**src/rtl/gcd_arb_pkg.sv**
```systemverilog
// Shared types for the gcd arbiter slice: FSM encoding,
// default datapath width and the requester id type.
package gcd_arb_pkg;

    localparam int DEFAULT_WIDTH = 32;

    typedef logic reqId_t;

    typedef enum logic [1:0] {
        IDLE        = 2'd0,
        ISSUE       = 2'd1,
        WAIT_RESULT = 2'd2,
        DELIVER     = 2'd3
    } state_t;

endpackage

```
**src/rtl/gcd_rr_pick.sv**
```systemverilog
// Two-way round-robin select: a lone requester wins,
// a tie goes to whichever requester the pointer names.
module gcd_rr_pick
    import gcd_arb_pkg::*;
(
    input  logic req0,
    input  logic req1,
    input  logic pointer,
    output logic grantValid,
    output logic grantId
);

    // pick the winner for this cycle
    always_comb begin
        grantValid = req0 | req1;
        grantId    = 1'b0;
        if (req0 && req1) begin
            grantId = pointer;
        end else if (req1) begin
            grantId = 1'b1;
        end
    end

endmodule

```
**src/rtl/gcd_arbiter.sv**
```systemverilog
// Shares one gcd unit between two requesters, one job
// in flight, round-robin on ties, all outputs registered.
module gcd_arbiter
    import gcd_arb_pkg::*;
#(
    parameter int WIDTH = DEFAULT_WIDTH
) (
    input  logic             clockInput,
    input  logic             resetInput,
    input  logic             r0IsReadyInput,
    input  logic [WIDTH-1:0] r0ADataInput,
    input  logic [WIDTH-1:0] r0BDataInput,
    output logic             r0AckOutput,
    output logic             r0ResultReadyOutput,
    output logic [WIDTH-1:0] r0ResultDataOutput,
    input  logic             r0ResultAckInput,
    input  logic             r1IsReadyInput,
    input  logic [WIDTH-1:0] r1ADataInput,
    input  logic [WIDTH-1:0] r1BDataInput,
    output logic             r1AckOutput,
    output logic             r1ResultReadyOutput,
    output logic [WIDTH-1:0] r1ResultDataOutput,
    input  logic             r1ResultAckInput,
    output logic             gcdAIsReadyOutput,
    output logic [WIDTH-1:0] gcdADataOutput,
    input  logic             gcdAAckInput,
    output logic             gcdBIsReadyOutput,
    output logic [WIDTH-1:0] gcdBDataOutput,
    input  logic             gcdBAckInput,
    input  logic             gcdOutReadyInput,
    input  logic [WIDTH-1:0] gcdOutDataInput,
    output logic             gcdOutAckOutput
);

    state_t           state, stateNext;
    reqId_t           owner, ownerNext;
    reqId_t           pointer, pointerNext;
    logic [1:0]       reqAck, reqAckNext;
    logic [1:0]       resReady, resReadyNext;
    logic [WIDTH-1:0] res0Data, res0DataNext;
    logic [WIDTH-1:0] res1Data, res1DataNext;
    logic             aReady, aReadyNext;
    logic             bReady, bReadyNext;
    logic [WIDTH-1:0] aData, aDataNext;
    logic [WIDTH-1:0] bData, bDataNext;
    logic             outAck, outAckNext;
    logic             pickValid;
    logic             pickId;
    logic             ownerResAck;
    logic             newResult;

    gcd_rr_pick u_pick (
        .req0       (r0IsReadyInput),
        .req1       (r1IsReadyInput),
        .pointer    (pointer),
        .grantValid (pickValid),
        .grantId    (pickId)
    );

    assign r0AckOutput         = reqAck[0];
    assign r1AckOutput         = reqAck[1];
    assign r0ResultReadyOutput = resReady[0];
    assign r1ResultReadyOutput = resReady[1];
    assign r0ResultDataOutput  = res0Data;
    assign r1ResultDataOutput  = res1Data;
    assign gcdAIsReadyOutput   = aReady;
    assign gcdBIsReadyOutput   = bReady;
    assign gcdADataOutput      = aData;
    assign gcdBDataOutput      = bData;
    assign gcdOutAckOutput     = outAck;

    // only the owner's result ack counts
    assign ownerResAck = owner ? r1ResultAckInput : r0ResultAckInput;
    // a result still high under our own ack is the old one
    assign newResult   = gcdOutReadyInput && !outAck;

    // next-state and next-output decode
    always_comb begin
        stateNext    = state;
        ownerNext    = owner;
        pointerNext  = pointer;
        reqAckNext   = 2'b00;
        outAckNext   = 1'b0;
        resReadyNext = resReady;
        res0DataNext = res0Data;
        res1DataNext = res1Data;
        aReadyNext   = aReady;
        bReadyNext   = bReady;
        aDataNext    = aData;
        bDataNext    = bData;
        unique case (state)
            IDLE: begin
                if (gcdOutReadyInput) begin
                    outAckNext = newResult;
                end else if (pickValid) begin
                    ownerNext           = pickId;
                    reqAckNext[pickId]  = 1'b1;
                    aReadyNext          = 1'b1;
                    bReadyNext          = 1'b1;
                    aDataNext = pickId ? r1ADataInput : r0ADataInput;
                    bDataNext = pickId ? r1BDataInput : r0BDataInput;
                    stateNext = ISSUE;
                end
            end
            ISSUE: begin
                if (gcdAAckInput) aReadyNext = 1'b0;
                if (gcdBAckInput) bReadyNext = 1'b0;
                if (!aReadyNext && !bReadyNext) begin
                    stateNext = WAIT_RESULT;
                end
            end
            WAIT_RESULT: begin
                if (newResult) begin
                    outAckNext      = 1'b1;
                    resReadyNext[owner] = 1'b1;
                    if (owner) res1DataNext = gcdOutDataInput;
                    else       res0DataNext = gcdOutDataInput;
                    stateNext = DELIVER;
                end
            end
            DELIVER: begin
                if (ownerResAck) begin
                    resReadyNext[owner] = 1'b0;
                    pointerNext = ~owner;
                    stateNext   = IDLE;
                end
            end
            default: stateNext = IDLE;
        endcase
    end

    // state and output registers
    always_ff @(posedge clockInput or negedge resetInput) begin
        if (!resetInput) begin
            state    <= IDLE;
            owner    <= 1'b0;
            pointer  <= 1'b0;
            reqAck   <= 2'b00;
            outAck   <= 1'b0;
            resReady <= 2'b00;
            res0Data <= '0;
            res1Data <= '0;
            aReady   <= 1'b0;
            bReady   <= 1'b0;
            aData    <= '0;
            bData    <= '0;
        end else begin
            state    <= stateNext;
            owner    <= ownerNext;
            pointer  <= pointerNext;
            reqAck   <= reqAckNext;
            outAck   <= outAckNext;
            resReady <= resReadyNext;
            res0Data <= res0DataNext;
            res1Data <= res1DataNext;
            aReady   <= aReadyNext;
            bReady   <= bReadyNext;
            aData    <= aDataNext;
            bData    <= bDataNext;
        end
    end

endmodule

```
**config.mk**
```make
export PLATFORM = sky130hd
export DESIGN_NAME = gcd_arbiter
export DESIGN_NICKNAME = d
export VERILOG_FILES = /design/src/rtl/gcd_arb_pkg.sv /design/src/rtl/gcd_rr_pick.sv /design/src/rtl/gcd_arbiter.sv
export SDC_FILE = /design/constraint.sdc
export NUM_CORES = 1
export LEC_CHECK = 0
export CAP_MARGIN = 20
export CORE_MARGIN = 5
export CORE_UTILIZATION = 43
export CTS_CLUSTER_SIZE = 20
export DETAILED_ROUTE_END_ITERATION = 7
export HOLD_SLACK_MARGIN = 0.06
export PLACE_DENSITY_LB_ADDON = 0.3
export SYNTH_ARGS = -nofsm -noshare
export SYNTH_HDL_FRONTEND = slang
export SYNTH_SLANG_ARGS = --single-unit
```
**constraint.sdc**
```tcl
create_clock -name clockInput -period 4.05 [get_ports clockInput]
set_input_delay 0.405 -clock clockInput [delete_from_list [all_inputs] [get_ports clockInput]]
set_output_delay 0.405 -clock clockInput [all_outputs]
set_load 0.02 [all_outputs]
```
* Word level (Yosys, flattened, before mapping) *
Index checks and enable logic that the tools add are counted.

storage, ports and cells
  output and inout bits = 135
  word-level logic and storage cells = 80
  bits in registers = 139
  input bits = 169

cells by class
  magnitude comparators = 4
  multiplexer cells = 32
  reductions and logical operators = 18
  equal/unequal tests = 8
  bitwise logic cells = 6

operator list
  cell                                                                          number
  32-bit two-way mux                                                            2
  2-bit two-way mux                                                             10
  3-bit AND reduction                                                           5
  1-bit two-way mux                                                             13
  2-bit != test, second input constant                                          5
  2-bit one-hot mux with 4 select lines                                         1
  1-bit one-hot mux with 2 select lines                                         3
  1-bit logical AND                                                             5
  5-bit AND reduction                                                           1
  2-bit equality test, second input constant                                    2
  1-bit by 2-bit less-than comparator with 1-bit output, second input constant  2
  2-bit one-hot mux with 2 select lines                                         1
  2-bit nonzero test                                                            2
  1-bit logical NOT                                                             3
  2-bit AND                                                                     1
  1-bit demux with 1-bit select                                                 2
  2-bit by 1-bit equality test with 1-bit output, second input constant         1
  1-bit greater-or-equal comparator, second input constant                      2
  2-bit logical NOT                                                             1
  1-bit NOT                                                                     2
  2-bit NOT                                                                     1
  2-bit OR                                                                      1
  2-bit AND reduction                                                           1
  1-bit OR                                                                      1

* Depth between registers and ports, before layout *
  depth after elaboration = 9
  gate-level depth with buffers = 8
  mapped depth without buffers = 6

* Modules after synthesis *
A second synthesis with hierarchy kept.

second synthesis, totals
  cells, all modules = 479
  area total of the unflattened synthesis = 5950.7 um^2

by module, submodules not included
  module       area an instance (um^2)  sequential area each (um^2)  times used  cells an instance
  gcd_arbiter  5933.2                   3478.3                       1           476
  gcd_rr_pick  17.5                     0.0                          1           3

* Worst setup path after synthesis *
Ideal clock, no wire load.

  kind = register to register
  start = reg state[0]
  end = reg res0Data[10] (netlist: r0ResultDataOutput[10])
  setup time = 0.125 ns
  required time = 3.925 ns
  arrival = 1.502 ns
  path buffers = 1
  stages on the path, launching flop included = 7
  period minus slack after synthesis = 1.627 ns
  path slack = 2.423 ns
  path through = dfrtp_1 -> inv_1 -> ha_1 -> inv_1 -> nor3_4 -> buf_4 -> mux2_2

between the ends
  cells in the longest elaborated chain, start to end = 2

ends and longest elaborated chain
  item                           line                text
  from (decl)                    gcd_arbiter.sv:35   state_t state, stateNext;
  from (signal assigned)         gcd_arbiter.sv:148  state <= stateNext;
  2-bit equality test            gcd_arbiter.sv:91   unique case (state)
  3-bit AND reduction (no line)  --
  to (signal assigned)           gcd_arbiter.sv:154  res0Data <= res0DataNext;
  to (decl)                      gcd_arbiter.sv:40   logic [WIDTH-1:0] res0Data, res0DataNext;

Every way passes these cells.
A chain may end at the register's enable or synchronous reset.

* Worst setup path in the final report *
  start = reg state[0]
  end = reg bData[1] (netlist: gcdBDataOutput[1])

between the ends
  cells in the longest elaborated chain, start to end = 2

ends and longest elaborated chain
  item                           line                text
  2-bit logical NOT              gcd_arbiter.sv:91
  3-bit AND reduction (no line)  --
  to (signal assigned)           gcd_arbiter.sv:159  bData <= bDataNext;
  to (decl)                      gcd_arbiter.sv:45   logic [WIDTH-1:0] bData, bDataNext;

Every way passes these cells.

==> Implementation_results.wiki <==
{| class="wikitable"
! Metric !! Value
|-
| Worst supply voltage drop on vdd || 0.397 mV
|-
| Full die area || 16,000 µm²
|-
| CP max FO || 68
|-
| Setup slack, reg-to-reg || 1.90 ns
|-
| Crit Path Category || reg2reg
|-
| PnR Total Power || 7.61 mW
|-
| Yosys synthesis warning count || 0
|-
| Final Wtd Congestion || 0.792
|-
| Final number of max-transition violations || 0
|-
| Number of antenna violations at the first check in global routing || 1
|-
| Clock buffers created by TritonCTS || 17
|-
| Synth-to-Final Area Change || 63.6%
|-
| Total power density per cell area || 799 nW/µm²
|-
| Number of vias per cell after detailed routing || 5.24
|-
| Distinct cell type count of the synthesized netlist || 31
|-
| # setup viols final || 0
|-
| Maximum clock path buffer count || 2
|-
| Number of resized instances in the post-cts repair step || 0
|-
| Worst-margin pin slew || 0.798 ns
|-
| CP Data Arrival Time || 2.43 ns
|-
| Cell Rows || 42
|-
| Final-stage net count || 886
|-
| Remaining global-route overflow || 0
|-
| Clock tree from TritonCTS || done
|-
| P_leak || 4.03 nW
|-
| Largest net degree at the start of global routing || 117
|-
| Number of DRC violations after detailed routing || 0
|-
| Via count of the first global-routing pass || 5,195
|-
| Maximum achievable frequency || 464 MHz
|-
| Endpoints failing hold || 0
|-
| Clk pin slew, worst setup/hold paths || 0.06 ns
|-
| Class of the most critical hold timing path || in2async
|-
| Share of final-layout standard cells stronger than drive strength 1 || 15.7%
|-
| Crit start category || flip-flop
|-
| Source-to-sink clock delay at the later pin of the worst-skew pair || 0.40 ns
|-
| Hold slack || 0.458 ns
|-
| Detailed-route wire length || 18,000 µm
|-
| Net Count, Synth || 584
|-
| Register Area || 3480 µm²
|-
| Area share of the largest cell type after synthesis || 59.7%
|-
| Post-Syn Instances || 411
|-
| Number of search-and-repair iterations in the first detailed-routing pass || 6
|-
| Tightest slew margin relative to the limit || 46.6%
|-
| Half-perimeter wire length after detailed placement || 13,200 µm
|-
| Input/output buffers || 303
|-
| Multi-input gate area in the final layout || 2120 µm²
|-
| Setup repair after global routing missed its margin || false
|-
| Post-CTS Hold Buffers || 0
|-
| Avg Inst Size Synth || 14.2 µm²
|-
| Post-Synthesis Cell Area || 5820 µm²
|-
| Number of synthesized register bits || 139
|-
| Die Ht || 126 µm
|-
| Number of filler cells placed in the layout || 937
|-
| Portion of the clock cycle consumed by the worst path in the final layout || 53.2%
|-
| Status || finished clean
|-
| Vias post-DR || 4,731
|-
| Total clock sinks || 139
|-
| Post-CTS Repair Setup Buffers || 0
|-
| Die W || 126 µm
|-
| Final Core Density || 71.9%
|-
| Cell at the root of the clock tree || sky130_fd_sc_hd__clkbuf_16
|-
| Final antenna-violating net count || 0
|-
| Endpoint class of the critical path || flip-flop
|-
| Wire length per cell after detailed routing || 20.0 µm
|-
| Number of violations reported at the end of detailed-routing iteration 0 || 214
|-
| Setup skew after layout || 0.00908 ns
|-
| Reported max-cap violation count || 0
|-
| Sequential element share of the synthesized area || 59.7%
|-
| Total Routing Usage GR || 22.2%
|-
| Global-route wire length before repair || 28,100 µm
|-
| Post-layout min period || 2.15 ns
|-
| H-tree level count || 4
|-
| Placeable core region || 13,200 µm²
|-
| I/O Pins || 304
|-
| Synth top area cells || sky130_fd_sc_hd__dfrtp_1 (60%), sky130_fd_sc_hd__mux2_2 (12%), sky130_fd_sc_hd__a221o_1 (11%)
|-
| WP data required || 4.33 ns
|-
| Yosys top cell by area || sky130_fd_sc_hd__dfrtp_1
|-
| Starting Density || 44.0%
|-
| TNS Setup || 0 ns
|}
## power by group
part	internal [mW]	total (mW)	switching [mW]	leakage (nW)
registers	2.05	2.44	0.383	1.70
clock network	0.926	1.52	0.597	0.280
logic	1.94	3.65	1.71	2.05
## placed cells by master (no fill, tap or decap), types with 2 or more instances in the layout
cell type | synthesis | routed
sky130_fd_sc_hd__nor2_1 | 7 | 7
sky130_fd_sc_hd__o21ai_0 | 7 | 7
sky130_fd_sc_hd__nand3_1 | 2 | 2
sky130_fd_sc_hd__ha_1 | 4 | 4
sky130_fd_sc_hd__a221o_1 | 62 | 62
sky130_fd_sc_hd__mux2i_1 | 4 | 4
sky130_fd_sc_hd__a21bo_2 | 2 | 2
sky130_fd_sc_hd__a21oi_1 | 6 | 6
sky130_fd_sc_hd__nor2_2 | 2 | 2
sky130_fd_sc_hd__inv_1 | 3 | 3
sky130_fd_sc_hd__inv_6 | 0 | 2
sky130_fd_sc_hd__clkinvlp_4 | 0 | 3
sky130_fd_sc_hd__nor2_4 | 2 | 2
sky130_fd_sc_hd__a22oi_1 | 2 | 2
sky130_fd_sc_hd__buf_4 | 3 | 5
sky130_fd_sc_hd__clkbuf_16 | 0 | 17
sky130_fd_sc_hd__mux2_2 | 64 | 64
sky130_fd_sc_hd__clkinv_4 | 0 | 3
sky130_fd_sc_hd__nor2b_1 | 64 | 64
sky130_fd_sc_hd__bufinv_16 | 0 | 2
sky130_fd_sc_hd__dfrtp_1 | 139 | 139
sky130_fd_sc_hd__nand2_1 | 4 | 4
sky130_fd_sc_hd__clkdlybuf4s50_1 | 0 | 302
sky130_fd_sc_hd__clkinv_2 | 0 | 3
## Yosys cell counts
| cell type | n |
|---|---|
| sky130_fd_sc_hd__a211oi_4 | 1 |
| sky130_fd_sc_hd__a21bo_2 | 2 |
| sky130_fd_sc_hd__a21oi_1 | 6 |
| sky130_fd_sc_hd__a221o_1 | 62 |
| sky130_fd_sc_hd__a22oi_1 | 2 |
| sky130_fd_sc_hd__buf_1 | 4 |
| sky130_fd_sc_hd__buf_2 | 7 |
| sky130_fd_sc_hd__buf_4 | 3 |
| sky130_fd_sc_hd__buf_6 | 12 |
| sky130_fd_sc_hd__clkbuf_1 | 1 |
| sky130_fd_sc_hd__dfrtp_1 | 139 |
| sky130_fd_sc_hd__ha_1 | 4 |
| sky130_fd_sc_hd__inv_1 | 3 |
| sky130_fd_sc_hd__inv_2 | 1 |
| sky130_fd_sc_hd__mux2_1 | 1 |
| sky130_fd_sc_hd__mux2_2 | 64 |
| sky130_fd_sc_hd__mux2i_1 | 4 |
| sky130_fd_sc_hd__nand2_1 | 4 |
| sky130_fd_sc_hd__nand2_2 | 1 |
| sky130_fd_sc_hd__nand2b_1 | 1 |
| sky130_fd_sc_hd__nand2b_4 | 1 |
| sky130_fd_sc_hd__nand3_1 | 2 |
| sky130_fd_sc_hd__nor2_1 | 7 |
| sky130_fd_sc_hd__nor2_2 | 2 |
| sky130_fd_sc_hd__nor2_4 | 2 |
| sky130_fd_sc_hd__nor2b_1 | 64 |
| sky130_fd_sc_hd__nor3_1 | 1 |
| sky130_fd_sc_hd__nor3_4 | 1 |
| sky130_fd_sc_hd__o21ai_0 | 7 |
| sky130_fd_sc_hd__o21ai_1 | 1 |
| sky130_fd_sc_hd__o21ai_4 | 1 |
## flip-flops by register name, summed over array words and instances, names as in the netlist, named ones only
register / cells
gcdADataOutput: 32
gcdBDataOutput: 32
r0ResultDataOutput: 32
r1ResultDataOutput: 32
reqAck: 2
state: 2
gcdAIsReadyOutput: 1
gcdBIsReadyOutput: 1
gcdOutAckOutput: 1
owner: 1
pointer: 1
## metal layers
| layer | up-vias | GRT usage (%) | share of wire [%] |
|---|---|---|---|
| met3 | 27 | 7.73 | 8.6 |
| met2 | 222 | 37.7 | 50 |
| met1 | 2358 | 26.2 | 39 |
| met4 | 0 | 7.82 | 2.6 |
| li1 | 2124 | - | - |
| met5 | - | 0 | 0 |
## worst max-delay path: stages (launching register included)
cell	delay, ns
sky130_fd_sc_hd__dfrtp_1	0.40
sky130_fd_sc_hd__inv_1	0.12
sky130_fd_sc_hd__ha_1	0.26
sky130_fd_sc_hd__nand2b_4	0.12
sky130_fd_sc_hd__nor2_4	0.11
sky130_fd_sc_hd__buf_4	0.56
sky130_fd_sc_hd__nor2b_1	0.13
sky130_fd_sc_hd__a221o_1	0.30
## path summary, 6_finish.rpt
path,start,to,cells past startpoint
min in group clockInput,r0ResultDataOutput[7],r0ResultDataOutput[7],1
setup reg to reg,state[0],gcdBDataOutput[1],7
max in group asynchronous,resetInput,gcdOutAckOutput,3
hold reg to reg,r0ResultDataOutput[7],r0ResultDataOutput[7],1
hold / removal,resetInput,r0ResultDataOutput[17],2
setup / recovery,state[0],gcdBDataOutput[1],7
## cells by family after synthesis
| kind of cell | count (synthesis) | synth area share, % |
|---|---|---|
| flip-flops | 139 | 59.7 |
| AND/OR/NAND/NOR | 86 | 9.17 |
| AO/OA/AOI/OAI | 82 | 13.1 |
| multiplexers | 69 | 13.3 |
| buffers and inverters | 31 | 3.89 |
| adder cells (fa/ha/maj) | 4 | 0.860 |
## layout make-up
type,count,area share (%)
Timing Repair Buffer,310,32.6
Multi-Input combinational cell,241,22.2
Clock buffer,19,4.65
Tap cell,176,2.31
Inverter,4,0.158
Antenna cell,1,0.0263
Sequential cell,139,36.5
Clock inverter,13,1.48
## metrics by stage
stage | instance area, µm² | worst slack (ns) | cells
floorplan | 5820 | 2.42 | 411
global placement | 8900 | 1.72 | 868
detailed placement | 8900 | 1.68 | 868
CTS | 9490 | 1.89 | 900
global route | 9530 | 1.77 | 903
finish | 9530 | 1.90 | 903
(Power assumes the default switching activity.)
